### src/rtl/spi_reg_ctrl.sv
// SPI target (mode 0, 16-bit frames) that writes the PWM configuration register bank from synchronised pins.
// Optional register readback on cipo is enabled by defining SPI_REG_CTRL_READBACK_EN.
module spi_reg_ctrl #(
    parameter int NUM_REGS    = 5,
    parameter int SYNC_STAGES = 2
) (
    input  logic       clk,
    input  logic       rst_n,
    input  logic       sclk,
    input  logic       copi,
    input  logic       ncs,
    output logic       cipo,
    output logic [7:0] en_reg_out_7_0,
    output logic [7:0] en_reg_out_15_8,
    output logic [7:0] en_reg_pwm_7_0,
    output logic [7:0] en_reg_pwm_15_8,
    output logic [7:0] pwm_duty_cycle,
    output logic       txn_done,
    output logic       txn_err
);

    // state   | meaning
    // IDLE    | waiting for a synchronised ncs falling edge
    // SHIFT   | capturing copi on each synchronised sclk rise
    // COMMIT  | one clk: apply write, pulse done/err
    // WAIT_CS | frame finished, ignore sclk until ncs high
    typedef enum logic [1:0] {
        IDLE    = 2'd0,
        SHIFT   = 2'd1,
        COMMIT  = 2'd2,
        WAIT_CS = 2'd3
    } state_t;

    localparam int NREG_ARR = (NUM_REGS > 5) ? NUM_REGS : 5;

    state_t                 state_q, state_d;
    logic [3:0]             cnt_q, cnt_d;
    logic [15:0]            shift_q, shift_d;
    logic                   done_q, done_d;
    logic                   err_q, err_d;
    logic                   wr_en;
    logic [7:0]             regs_q [NREG_ARR];

    logic [SYNC_STAGES-1:0] sclk_sync_q, copi_sync_q, ncs_sync_q;
    logic                   sclk_prev_q, ncs_prev_q;
    logic                   sclk_s, copi_s, ncs_s;
    logic                   sclk_rise, ncs_fall;
    logic                   addr_ok;

    // ncs synchroniser resets low so a frame still in flight at reset release never looks like a new start.
    always_ff @(posedge clk or negedge rst_n) begin
        if (!rst_n) begin
            sclk_sync_q <= '0;
            copi_sync_q <= '0;
            ncs_sync_q  <= '0;
            sclk_prev_q <= 1'b0;
            ncs_prev_q  <= 1'b0;
        end else begin
            sclk_sync_q <= {sclk_sync_q[SYNC_STAGES-2:0], sclk};
            copi_sync_q <= {copi_sync_q[SYNC_STAGES-2:0], copi};
            ncs_sync_q  <= {ncs_sync_q[SYNC_STAGES-2:0], ncs};
            sclk_prev_q <= sclk_sync_q[SYNC_STAGES-1];
            ncs_prev_q  <= ncs_sync_q[SYNC_STAGES-1];
        end
    end

    assign sclk_s    = sclk_sync_q[SYNC_STAGES-1];
    assign copi_s    = copi_sync_q[SYNC_STAGES-1];
    assign ncs_s     = ncs_sync_q[SYNC_STAGES-1];
    assign sclk_rise = sclk_s & ~sclk_prev_q;
    assign ncs_fall  = ~ncs_s & ncs_prev_q;
    assign addr_ok   = (shift_q[14:8] < 7'(NUM_REGS));

    always_ff @(posedge clk or negedge rst_n) begin
        if (!rst_n) begin
            state_q <= IDLE;
            cnt_q   <= '0;
            shift_q <= '0;
            done_q  <= 1'b0;
            err_q   <= 1'b0;
        end else begin
            state_q <= state_d;
            cnt_q   <= cnt_d;
            shift_q <= shift_d;
            done_q  <= done_d;
            err_q   <= err_d;
        end
    end

    always_comb begin
        state_d = state_q;
        cnt_d   = cnt_q;
        shift_d = shift_q;
        done_d  = 1'b0;
        err_d   = 1'b0;
        wr_en   = 1'b0;
        unique case (state_q)
            IDLE: begin
                if (ncs_fall) begin
                    state_d = SHIFT;
                    cnt_d   = '0;
                end
            end
            SHIFT: begin
                // ncs release takes priority over a coincident sclk rise
                if (ncs_s) begin
                    err_d   = 1'b1;
                    state_d = IDLE;
                end else if (sclk_rise) begin
                    shift_d = {shift_q[14:0], copi_s};
                    if (cnt_q == 4'd15) begin
                        state_d = COMMIT;
                        cnt_d   = '0;
                    end else begin
                        cnt_d = cnt_q + 4'd1;
                    end
                end
            end
            COMMIT: begin
                state_d = WAIT_CS;
                if (shift_q[15]) begin
                    if (addr_ok) begin
                        wr_en  = 1'b1;
                        done_d = 1'b1;
                    end else begin
                        err_d = 1'b1;
                    end
                end else begin
`ifdef SPI_REG_CTRL_READBACK_EN
                    if (addr_ok) done_d = 1'b1;
                    else         err_d  = 1'b1;
`else
                    done_d = 1'b1;
`endif
                end
            end
            WAIT_CS: begin
                if (ncs_s) state_d = IDLE;
            end
            default: state_d = IDLE;
        endcase
    end

    always_ff @(posedge clk or negedge rst_n) begin
        if (!rst_n) begin
            for (int i = 0; i < NREG_ARR; i++) regs_q[i] <= '0;
        end else begin
            for (int i = 0; i < NREG_ARR; i++) begin
                if (wr_en && (shift_q[14:8] == 7'(i))) regs_q[i] <= shift_q[7:0];
            end
        end
    end

`ifdef SPI_REG_CTRL_READBACK_EN
    logic       sclk_fall;
    logic [6:0] rd_addr;
    logic [7:0] rd_lookup;
    logic [7:0] rd_q, rd_d;
    logic       cipo_q, cipo_d;

    assign sclk_fall = ~sclk_s & sclk_prev_q;
    assign rd_addr   = {shift_q[5:0], copi_s};

    // Entries at or above NUM_REGS are never written, so out-of-range reads return 0x00.
    always_comb begin
        rd_lookup = '0;
        for (int i = 0; i < NREG_ARR; i++) begin
            if (rd_addr == 7'(i)) rd_lookup = regs_q[i];
        end
    end

    always_comb begin
        rd_d   = rd_q;
        cipo_d = cipo_q;
        if (state_q == SHIFT && !ncs_s && sclk_rise && cnt_q == 4'd7) begin
            rd_d = shift_q[6] ? 8'h00 : rd_lookup;
        end
        if (state_q != SHIFT) begin
            cipo_d = 1'b0;
        end else if (sclk_fall && cnt_q >= 4'd8) begin
            cipo_d = rd_q[3'(4'd15 - cnt_q)];
        end
    end

    always_ff @(posedge clk or negedge rst_n) begin
        if (!rst_n) begin
            rd_q   <= '0;
            cipo_q <= 1'b0;
        end else begin
            rd_q   <= rd_d;
            cipo_q <= cipo_d;
        end
    end

    assign cipo = cipo_q;
`else
    assign cipo = 1'b0;
`endif

    assign en_reg_out_7_0  = regs_q[0];
    assign en_reg_out_15_8 = regs_q[1];
    assign en_reg_pwm_7_0  = regs_q[2];
    assign en_reg_pwm_15_8 = regs_q[3];
    assign pwm_duty_cycle  = regs_q[4];
    assign txn_done        = done_q;
    assign txn_err         = err_q;

endmodule

### config.mk
export PLATFORM = sky130hd
export DESIGN_NAME = spi_reg_ctrl
export DESIGN_NICKNAME = d
export VERILOG_FILES = /design/src/rtl/spi_reg_ctrl.sv
export SDC_FILE = /design/constraint.sdc
export NUM_CORES = 1
export LEC_CHECK = 0
export CAP_MARGIN = 40
export CORE_ASPECT_RATIO = 1.25
export CORE_MARGIN = 2
export CORE_UTILIZATION = 40
export DETAILED_ROUTE_END_ITERATION = 16
export GPL_ROUTABILITY_DRIVEN = 0
export HOLD_SLACK_MARGIN = 0.02
export PLACE_DENSITY = 0.76
export REMOVE_ABC_BUFFERS = 1
export SKIP_LAST_GASP = 1
export SLEW_MARGIN = 30
export SYNTH_ARGS = -nofsm -noshare
export SYNTH_HDL_FRONTEND = slang
export SYNTH_SLANG_ARGS = --single-unit
### constraint.sdc
create_clock -name clk -period 2.2 [get_ports clk]
set_clock_uncertainty 0.15 [all_clocks]
set_input_delay 0.22 -clock clk [delete_from_list [all_inputs] [get_ports clk]]
set_output_delay 0.22 -clock clk [all_outputs]
set_load 0.005 [all_outputs]
==> results of run 1 <==
-- registers in the layout, summed over array words and instances, names as in the netlist, named ones only --
register,flops
cnt_q,4
copi_sync_q,2
en_reg_out_15_8,8
en_reg_out_7_0,8
en_reg_pwm_15_8,8
en_reg_pwm_7_0,8
ncs_prev_q,1
ncs_sync_q,2
pwm_duty_cycle,8
sclk_prev_q,1
sclk_sync_q,2
shift_q,16
state_q,1
txn_done,1
txn_err,1
-- critical path, delay by kind of cell (launching register included) --
family                 cells  cell delay (ps)
buffers and inverters      1              170
muxes                      1              300
and+or+nand+nor            3             1170
DFF                        1              380
-- cells by family (layout without fill, tap and decap cells) --
| group | Yosys count | in the layout | share of synthesized area [%] |
|---|---|---|---|
| other cells | 1 | 1 | 0.130 |
| fa+ha+maj | 5 | 5 | 2.18 |
| flops | 72 | 72 | 62.7 |
| mux | 59 | 59 | 23.0 |
| buf+inv | 12 | 91 | 1.74 |
| compound gates | 14 | 14 | 3.00 |
| simple gates | 31 | 31 | 7.27 |
-- through the flow --
step / util, % / area, um^2 / total power [mW] / cells
3_5_place_dp: 51.8 / 3610 / 2.00 / 347
5_1_grt: 56.7 / 3960 / 3.28 / 363
2_1_floorplan: - / 2850 / 1.79 / 188
6_report: 56.7 / 3960 / 3.12 / 363
4_1_cts: 56.4 / 3940 / 3.15 / 363
3_3_place_gp: 51.8 / 3610 / 1.98 / 347
-- routing by layer --
| metal | global-route usage [%] | wire, um | up-vias |
|---|---|---|---|
| met5 | 0 | 0 | - |
| met4 | 5.87 | 80 | 0 |
| met3 | 4.85 | 223 | 7 |
| met2 | 24.5 | 2730 | 32 |
| met1 | 21.0 | 2530 | 907 |
| li1 | - | - | 834 |
-- power breakdown --
part	internal, mW	switching (mW)	total, mW	leakage [nW]
clock network	0.663	0.473	1.14	0.108
registers	1.42	0.146	1.57	0.974
logic	0.217	0.198	0.415	0.785
-- what timing repair did --
action | 4_1_cts | 5_1_grt
hold buffers | 1 | 0
pin swaps | 4 | 1
endpoints found under the hold margin | 20 | 0
endpoints found under the setup margin | 24 | 41
resized for setup | 25 | 6
-- area by class of cell --
cell class	count	area share (%)
multi-input combinational	110	28.0
timing repair buffer	70	17.5
clock inverter	5	2.06
tap	90	2.85
inverter	6	0.569
clock buffer	10	3.48
sequential	72	45.5
-- final timing paths --
path                                                  endpoint  slack, ps  cells past startpoint
worst min-delay path                  copi_sync_q[0]$_DFF_PN0_        160                      1
worst max register to register  en_reg_out_15_8[1]$_DFFE_PN0P_        -90                      5
worst min register to register        sclk_sync_q[1]$_DFF_PN0_        200                      0
max in group asynchronous       en_reg_pwm_15_8[3]$_DFFE_PN0P_        970                      3
worst max-delay path            en_reg_out_15_8[1]$_DFFE_PN0P_        -90                      5
min in group asynchronous                 cnt_q[1]$_DFFE_PN0P_        240                      2
-- cells in the mapped netlist, drive strengths merged (3+ instances only) --
master   n  share of area (%)
nor2     4               0.52
dfrtp   72                 63
nor3     4                1.1
nor2b    4               0.87
mux2i    3                1.0
o21ai    5               0.87
ha       5                2.2
inv      6               0.78
nand2b   4               0.87
clkbuf   4               0.52
mux2    56                 22
nand3    3               0.52
nand2    4               0.52
==> reports/metrics.json, run 1 <==
{
  "critPathLaunchType": "flop",
  "run_status": "complete, but fails checks",
  "diodes": 0,
  "timing.final.ws_setup_ps": -86.7,
  "grt_use_total_pct": 15.8,
  "cts_sinks": 72,
  "layout.cells.most_common": "sky130_fd_sc_hd__dfrtp_1",
  "maximum_number_of_pins_on_one_net_before_global_route_repair": 30,
  "cp_slowest_stage_delay_ps": 540,
  "crit_path_top_delay_cell": "sky130_fd_sc_hd__or4_4",
  "fin_crit_ps": 2290,
  "filler_cell_count": 594,
  "clockRootBuffer": "sky130_fd_sc_hd__clkbuf_8",
  "timing.setup.critical_path_class": "flop to flop",
  "io_pins": 48,
  "synthToLayoutAreaGrowth_pct": 37.7,
  "setup_tns_ps": -1360,
  "die-area_um2": 7880,
  "viasPerCell": 4.90,
  "asyncSetResetFlopFracSynth_pct": 100,
  "number_of_global_route_vias_before_repair": 1916,
  "worst-slew-pin-transition_ps": 521,
  "floorplan.die.height_um": 98.8,
  "critical_path.startpoint": "shift_q[13]$_DFFE_PN0P_",
  "setup_violations": 21,
  "layout_worst_path_cycle_share_pct": 104,
  "remaining_global_route_overflow": 0,
  "number_of_instances_in_the_synthesized_netlist": 194,
  "ys_warn_count": 0,
  "std_cell_core_area_um2": 6980,
  "combined_area_of_the_multi_input_logic_cells_um2": 1110,
  "cp_max_fo": 5,
  "tritoncts": "done",
  "postCtsSetupRepairBufs": 0,
  "drt_pass1_iterations": 5,
  "numPortBuffers": 46,
  "finalMaxSlewViolations": 0,
  "synth_cell_type_count": 30,
  "dominantRegCellSynth": "sky130_fd_sc_hd__dfrtp_1",
  "final_nets": 279,
  "detailedPlace.worstSlack_ps": -213,
  "syn-mean-instance-area_um2": 14.8,
  "power-per-cell-area_nw_per_um2": 788,
  "clk-insertion-delay-late_ps": 340,
  "fmax_mhz": 437,
  "class_of_the_tightest_hold_or_removal_check": "input pin to flop",
  "failing_checks": "setup timing",
  "antenna_violating_nets_post_route": 0,
  "cts.htree.levels": 3,
  "irDropWorstVdd_uv": 382,
  "timing.rr.start": "shift_q[13]$_DFFE_PN0P_",
  "worstPathCellList": "or4_4, or3_4, nor3b_4, buf_6, mux2_4",
  "initial_core_util_pct": 41.2,
  "detail_route.drc_violations": 0,
  "timing.hold.ws_ps": 164,
  "power.static_leakage_nw": 1.87,
  "chipWidth_um": 79.8,
  "final_layout_size_suffix_gt1_share_pct": 37.0,
  "clk_pin_slew_ps": 80,
  "hold_violations": 0,
  "antenna_found_initial": 0,
  "fp-row-count": 34,
  "ys_seq_elements": 72,
  "drt_iter0_markers": 73,
  "worst_ep_arrival_time_ps": 2360,
  "most-common-layout-cells": "72 x sky130_fd_sc_hd__dfrtp_1, 45 x sky130_fd_sc_hd__clkdlybuf4s50_1, 36 x sky130_fd_sc_hd__mux2_2, 20 x sky130_fd_sc_hd__mux2_4, 13 x sky130_fd_sc_hd__buf_4",
  "cts_buffer_depth": 2,
  "crit_required_ps": 2270,
  "final_routed_wirelength_across_all_metal_layers_um": 5570,
  "post-dp-hpwl_um": 3750,
  "worstSetupEndpointType": "flop",
  "tritoncts.num_buffers": 9,
  "synth_area_um2": 2870,
  "sequential_cell_area_um2": 1800,
  "grt_pass1_wl_um": 9550,
  "detailroute.via_count": 1780,
  "synth_enable_flop_cells": 0,
  "yosysSeqAreaShare_pct": 62.7,
  "slew-limit-headroom_pct": 65.3,
  "rsz0062_at_grt": "yes",
  "max_cap_viol_count": 0,
  "timing.hold.worst.start": "copi",
  "post_drt_wl_per_cell_um": 15.3
}
No activity file was read; power rests on OpenSTA's default activity.
==> inputs of run 2 (changes only) <==
--- a/config.mk
+++ b/config.mk
@@ -6,7 +6,6 @@
 export NUM_CORES = 1
 export LEC_CHECK = 0
 export CAP_MARGIN = 40
-export CORE_ASPECT_RATIO = 1.25
 export CORE_MARGIN = 2
 export CORE_UTILIZATION = 40
 export DETAILED_ROUTE_END_ITERATION = 16
==> reports/metrics.json, run 2 (synthesis gave the netlist of run 1 again) <==
{
  "timing.hold.worst.start": "ncs",
  "antenna_violating_nets_post_route": {"value": 0, "change": "unchanged"},
  "run_status": "complete, but fails checks",
  "tritoncts": "done",
  "setup_tns": {"value": -1190, "unit": "ps", "change": "+178 ps"},
  "synthToLayoutAreaGrowth_pct": 35.7,
  "final_routed_wirelength_across_all_metal_layers": {"value": 5500, "unit": "um", "change": "-1.3%"},
  "layout.cells.most_common": "sky130_fd_sc_hd__dfrtp_1",
  "cpLargestDelayFamily": "simple AND/OR/NAND/NOR gates",
  "cts_buffer_depth": {"value": 2, "change": "unchanged"},
  "timing.rr.start": "shift_q[12]$_DFFE_PN0P_",
  "number_of_global_route_vias_before_repair": {"value": 1796, "change": "-6.3%"},
  "failing_checks": "setup timing",
  "power-per-cell-area": {"value": 731, "unit": "nW/um^2", "change": "-7.3%"},
  "floorplan.die.height": {"value": 88.8, "unit": "um", "change": "-10%"},
  "final_nets": {"value": 277, "change": "-0.72%"},
  "detail_route.drc_violations": {"value": 0, "change": "unchanged"},
  "worst_ep_arrival_time": {"value": 2370, "unit": "ps", "change": "about the same"},
  "setup_violations": {"value": 24, "change": "+14%"},
  "io_pins": {"value": 48, "change": "unchanged"},
  "post-dp-hpwl": {"value": 3670, "unit": "um", "change": "-2.0%"},
  "worstSetupEndpointType": "flop",
  "irDropWorstVdd": {"value": 365, "unit": "uV", "change": "-4.5%"},
  "most-common-layout-cells": "72 x sky130_fd_sc_hd__dfrtp_1, 45 x sky130_fd_sc_hd__clkdlybuf4s50_1, 36 x sky130_fd_sc_hd__mux2_2, 20 x sky130_fd_sc_hd__mux2_4, 14 x sky130_fd_sc_hd__buf_4",
  "rsz0062_at_grt": "yes",
  "layout_worst_path_cycle_share": {"value": 104, "unit": "%", "change": "+0.15 points"},
  "hold_violations": {"value": 0, "change": "unchanged"},
  "max_cap_viol_count": {"value": 0, "change": "unchanged"},
  "hold_path_end": "ncs_sync_q[0]$_DFF_PN0_",
  "detailedPlace.worstSlack": {"value": -224, "unit": "ps", "change": "-10.7 ps"},
  "antenna_found_initial": {"value": 0, "change": "unchanged"},
  "post_drt_wl_per_cell": {"value": 14.9, "unit": "um", "change": "-2.6%"},
  "cp_max_fo": {"value": 8, "change": "+3"},
  "drt_iter0_markers": {"value": 65, "change": "-11%"},
  "timing.hold.ws": {"value": 162, "unit": "ps", "change": "-1.91 ps"},
  "largest-register": "shift_q",
  "critical_path.n_buffers_inverters": {"value": 1, "change": "unchanged"},
  "diodes": {"value": 0, "change": "unchanged"},
  "cts.htree.levels": {"value": 3, "change": "unchanged"},
  "fin_crit": {"value": 2290, "unit": "ps", "change": "+3.36 ps"},
  "fin_total_pwr": {"value": 2.85, "unit": "mW", "change": "-8.7%"},
  "power.static_leakage": {"value": 1.83, "unit": "nW", "change": "-1.9%"},
  "std_cell_core_area": {"value": 6870, "unit": "um^2", "change": "-1.5%"},
  "timing.final.ws_setup": {"value": -90.1, "unit": "ps", "change": "-3.36 ps"},
  "fmax": {"value": 437, "unit": "MHz", "change": "-0.15%"},
  "cell_internal_pwr": {"value": 2.04, "unit": "mW", "change": "-12%"},
  "clk-insertion-delay-late": {"value": 340, "unit": "ps", "change": "about the same"},
  "crit_path_top_delay_cell": "sky130_fd_sc_hd__or4_4",
  "setup.reg_to_reg.worst_slack": {"value": -90, "unit": "ps", "change": "about the same"},
  "comb_power_share": {"value": 14.3, "unit": "%", "change": "+1.0 points"},
  "cp_slowest_stage_delay": {"value": 530, "unit": "ps", "change": "about the same"},
  "grt_pass1_wl": {"value": 9050, "unit": "um", "change": "-5.3%"},
  "class_of_the_tightest_hold_or_removal_check": "input pin to flop",
  "die-area": {"value": 7880, "unit": "um^2", "change": "about the same"},
  "remaining_global_route_overflow": {"value": 0, "change": "unchanged"},
  "clk_pin_slew": {"value": 70, "unit": "ps", "change": "about the same"},
  "cts_sinks": {"value": 72, "change": "unchanged"},
  "timing.setup.critical_path_class": "flop to flop",
  "final_layout_size_suffix_gt1_share": {"value": 36.4, "unit": "%", "change": "-0.60 points"},
  "drt_pass1_iterations": {"value": 3, "change": "-2"},
  "detailroute.via_count": {"value": 1775, "change": "-0.28%"},
  "numPortBuffers": {"value": 46, "change": "unchanged"},
  "p_sw_share": {"value": 28.6, "unit": "%", "change": "+2.4 points"},
  "worstPathCellList": "or4_4, or3_4, nor3b_4, buf_12, mux2_2",
  "finalMaxSlewViolations": {"value": 0, "change": "unchanged"},
  "switching_power": {"value": 0.814, "unit": "mW", "change": "-0.28%"},
  "clockPowerShare": {"value": 30.7, "unit": "%", "change": "-5.7 points"},
  "clockRootBuffer": "sky130_fd_sc_hd__clkbuf_8",
  "grt_use_total": {"value": 15.5, "unit": "%", "change": "-0.29 points"},
  "crit_required": {"value": 2280, "unit": "ps", "change": "about the same"},
  "critPathLaunchType": "flop",
  "min_delay_path_depth": {"value": 1, "change": "unchanged"},
  "timing.rr.end": "en_reg_out_15_8[7]$_DFFE_PN0P_",
  "number_of_flip_flops_under_the_largest_register_name": {"value": 16, "change": "unchanged"},
  "seq_power_share": {"value": 54.9, "unit": "%", "change": "+4.6 points"},
  "maximum_number_of_pins_on_one_net_before_global_route_repair": {"value": 73, "change": "+140%"},
  "viasPerCell": {"value": 4.82, "change": "-1.6%"},
  "fp-row-count": {"value": 30, "change": "-12%"},
  "chipWidth": {"value": 88.8, "unit": "um", "change": "+11%"},
  "tritoncts.num_buffers": {"value": 9, "change": "unchanged"},
  "r2r.worst_path.cells": {"value": 5, "change": "unchanged"},
  "initial_core_util": {"value": 41.8, "unit": "%", "change": "+0.65 points"}
}
run 2: cell types whose count changed in the layout (fill, tap and decap cells not counted), sizes merged:
cell,previous run,this run
buf,24,22
bufinv,2,0
clkinv,2,5
run 2: final cells by class:
cell class,instances,area (um^2)
fillers,576,2970
flip-flops and latches,72,1800
multi-input cells,110,1110
repair buffers,68,684
clock buffers,10,128
well taps,96,120
clock inverters,6,36.3
inverters,6,22.5
run 2: worst register-to-register path, cell delays in order, from the launching register on:
cell                      delay (ps)
sky130_fd_sc_hd__dfrtp_1         380
sky130_fd_sc_hd__or4_4           530
sky130_fd_sc_hd__or3_4           390
sky130_fd_sc_hd__nor3b_4         230
sky130_fd_sc_hd__buf_12          170
sky130_fd_sc_hd__mux2_2          340
run 2: power groups by stage:
stage / sequential, mW / clock [mW] / combinational (mW)
finish: 1.57 / 0.876 / 0.408
detailed placement: 1.58 / 0 / 0.400
CTS: 1.56 / 0.906 / 0.410
global placement: 1.57 / 0 / 0.388
floorplan: 1.54 / 0 / 0.248
global route: 1.59 / 0.972 / 0.458
run 2: worst max-delay path by stage:
stage | start | to | slack [ps] | depth (start not counted)
finish | shift_q[12]$_DFFE_PN0P_ | en_reg_out_15_8[7]$_DFFE_PN0P_ | -90 | 5
detailed placement | shift_q[12]$_DFFE_PN0P_ | en_reg_out_15_8[7]$_DFFE_PN0P_ | -220 | 5
global route | shift_q[12]$_DFFE_PN0P_ | en_reg_out_15_8[7]$_DFFE_PN0P_ | -160 | 5
CTS | shift_q[12]$_DFFE_PN0P_ | en_reg_pwm_7_0[0]$_DFFE_PN0P_ | -100 | 5
floorplan | shift_q[12]$_DFFE_PN0P_ | en_reg_out_15_8[0]$_DFFE_PN0P_ | -200 | 4
global placement | shift_q[12]$_DFFE_PN0P_ | en_reg_out_15_8[6]$_DFFE_PN0P_ | -160 | 5
run 2: what timing repair did:
action,CTS,global route
gates resized for setup,17,9
endpoints found under the setup margin,25,38
setup buffers,1,1
pin swaps,3,1
hold endpoints to repair,72,0
hold buffers,1,0
run 2: per-layer routing:
| metal | routed length (um) | GRT usage, % | share of wire [%] |
|---|---|---|---|
| met1 | 2550 | 21.0 | 46 |
| met2 | 2600 | 22.9 | 47 |
| met3 | 215 | 4.85 | 3.9 |
| met4 | 128 | 7.02 | 2.3 |
| met5 | 0 | 0 | 0 |
run 2: metrics by stage:
stage	utilization [%]	cell area, um^2	instances
floorplan	-	2850	188
global placement	52.6	3610	349
detailed placement	52.6	3610	349
CTS	56.2	3860	367
global route	56.8	3900	368
finish	56.8	3900	368
==> inputs of run 3 (changes only) <==
--- a/config.mk
+++ b/config.mk
@@ -5,6 +5,7 @@
 export SDC_FILE = /design/constraint.sdc
 export NUM_CORES = 1
 export LEC_CHECK = 0
+export ABC_CLOCK_PERIOD_IN_PS = 2200
 export CAP_MARGIN = 40
 export CORE_MARGIN = 2
 export CORE_UTILIZATION = 40
==> results of run 3 <==
Same layout as run 2: the final DEF is identical, and so are final timing and power.
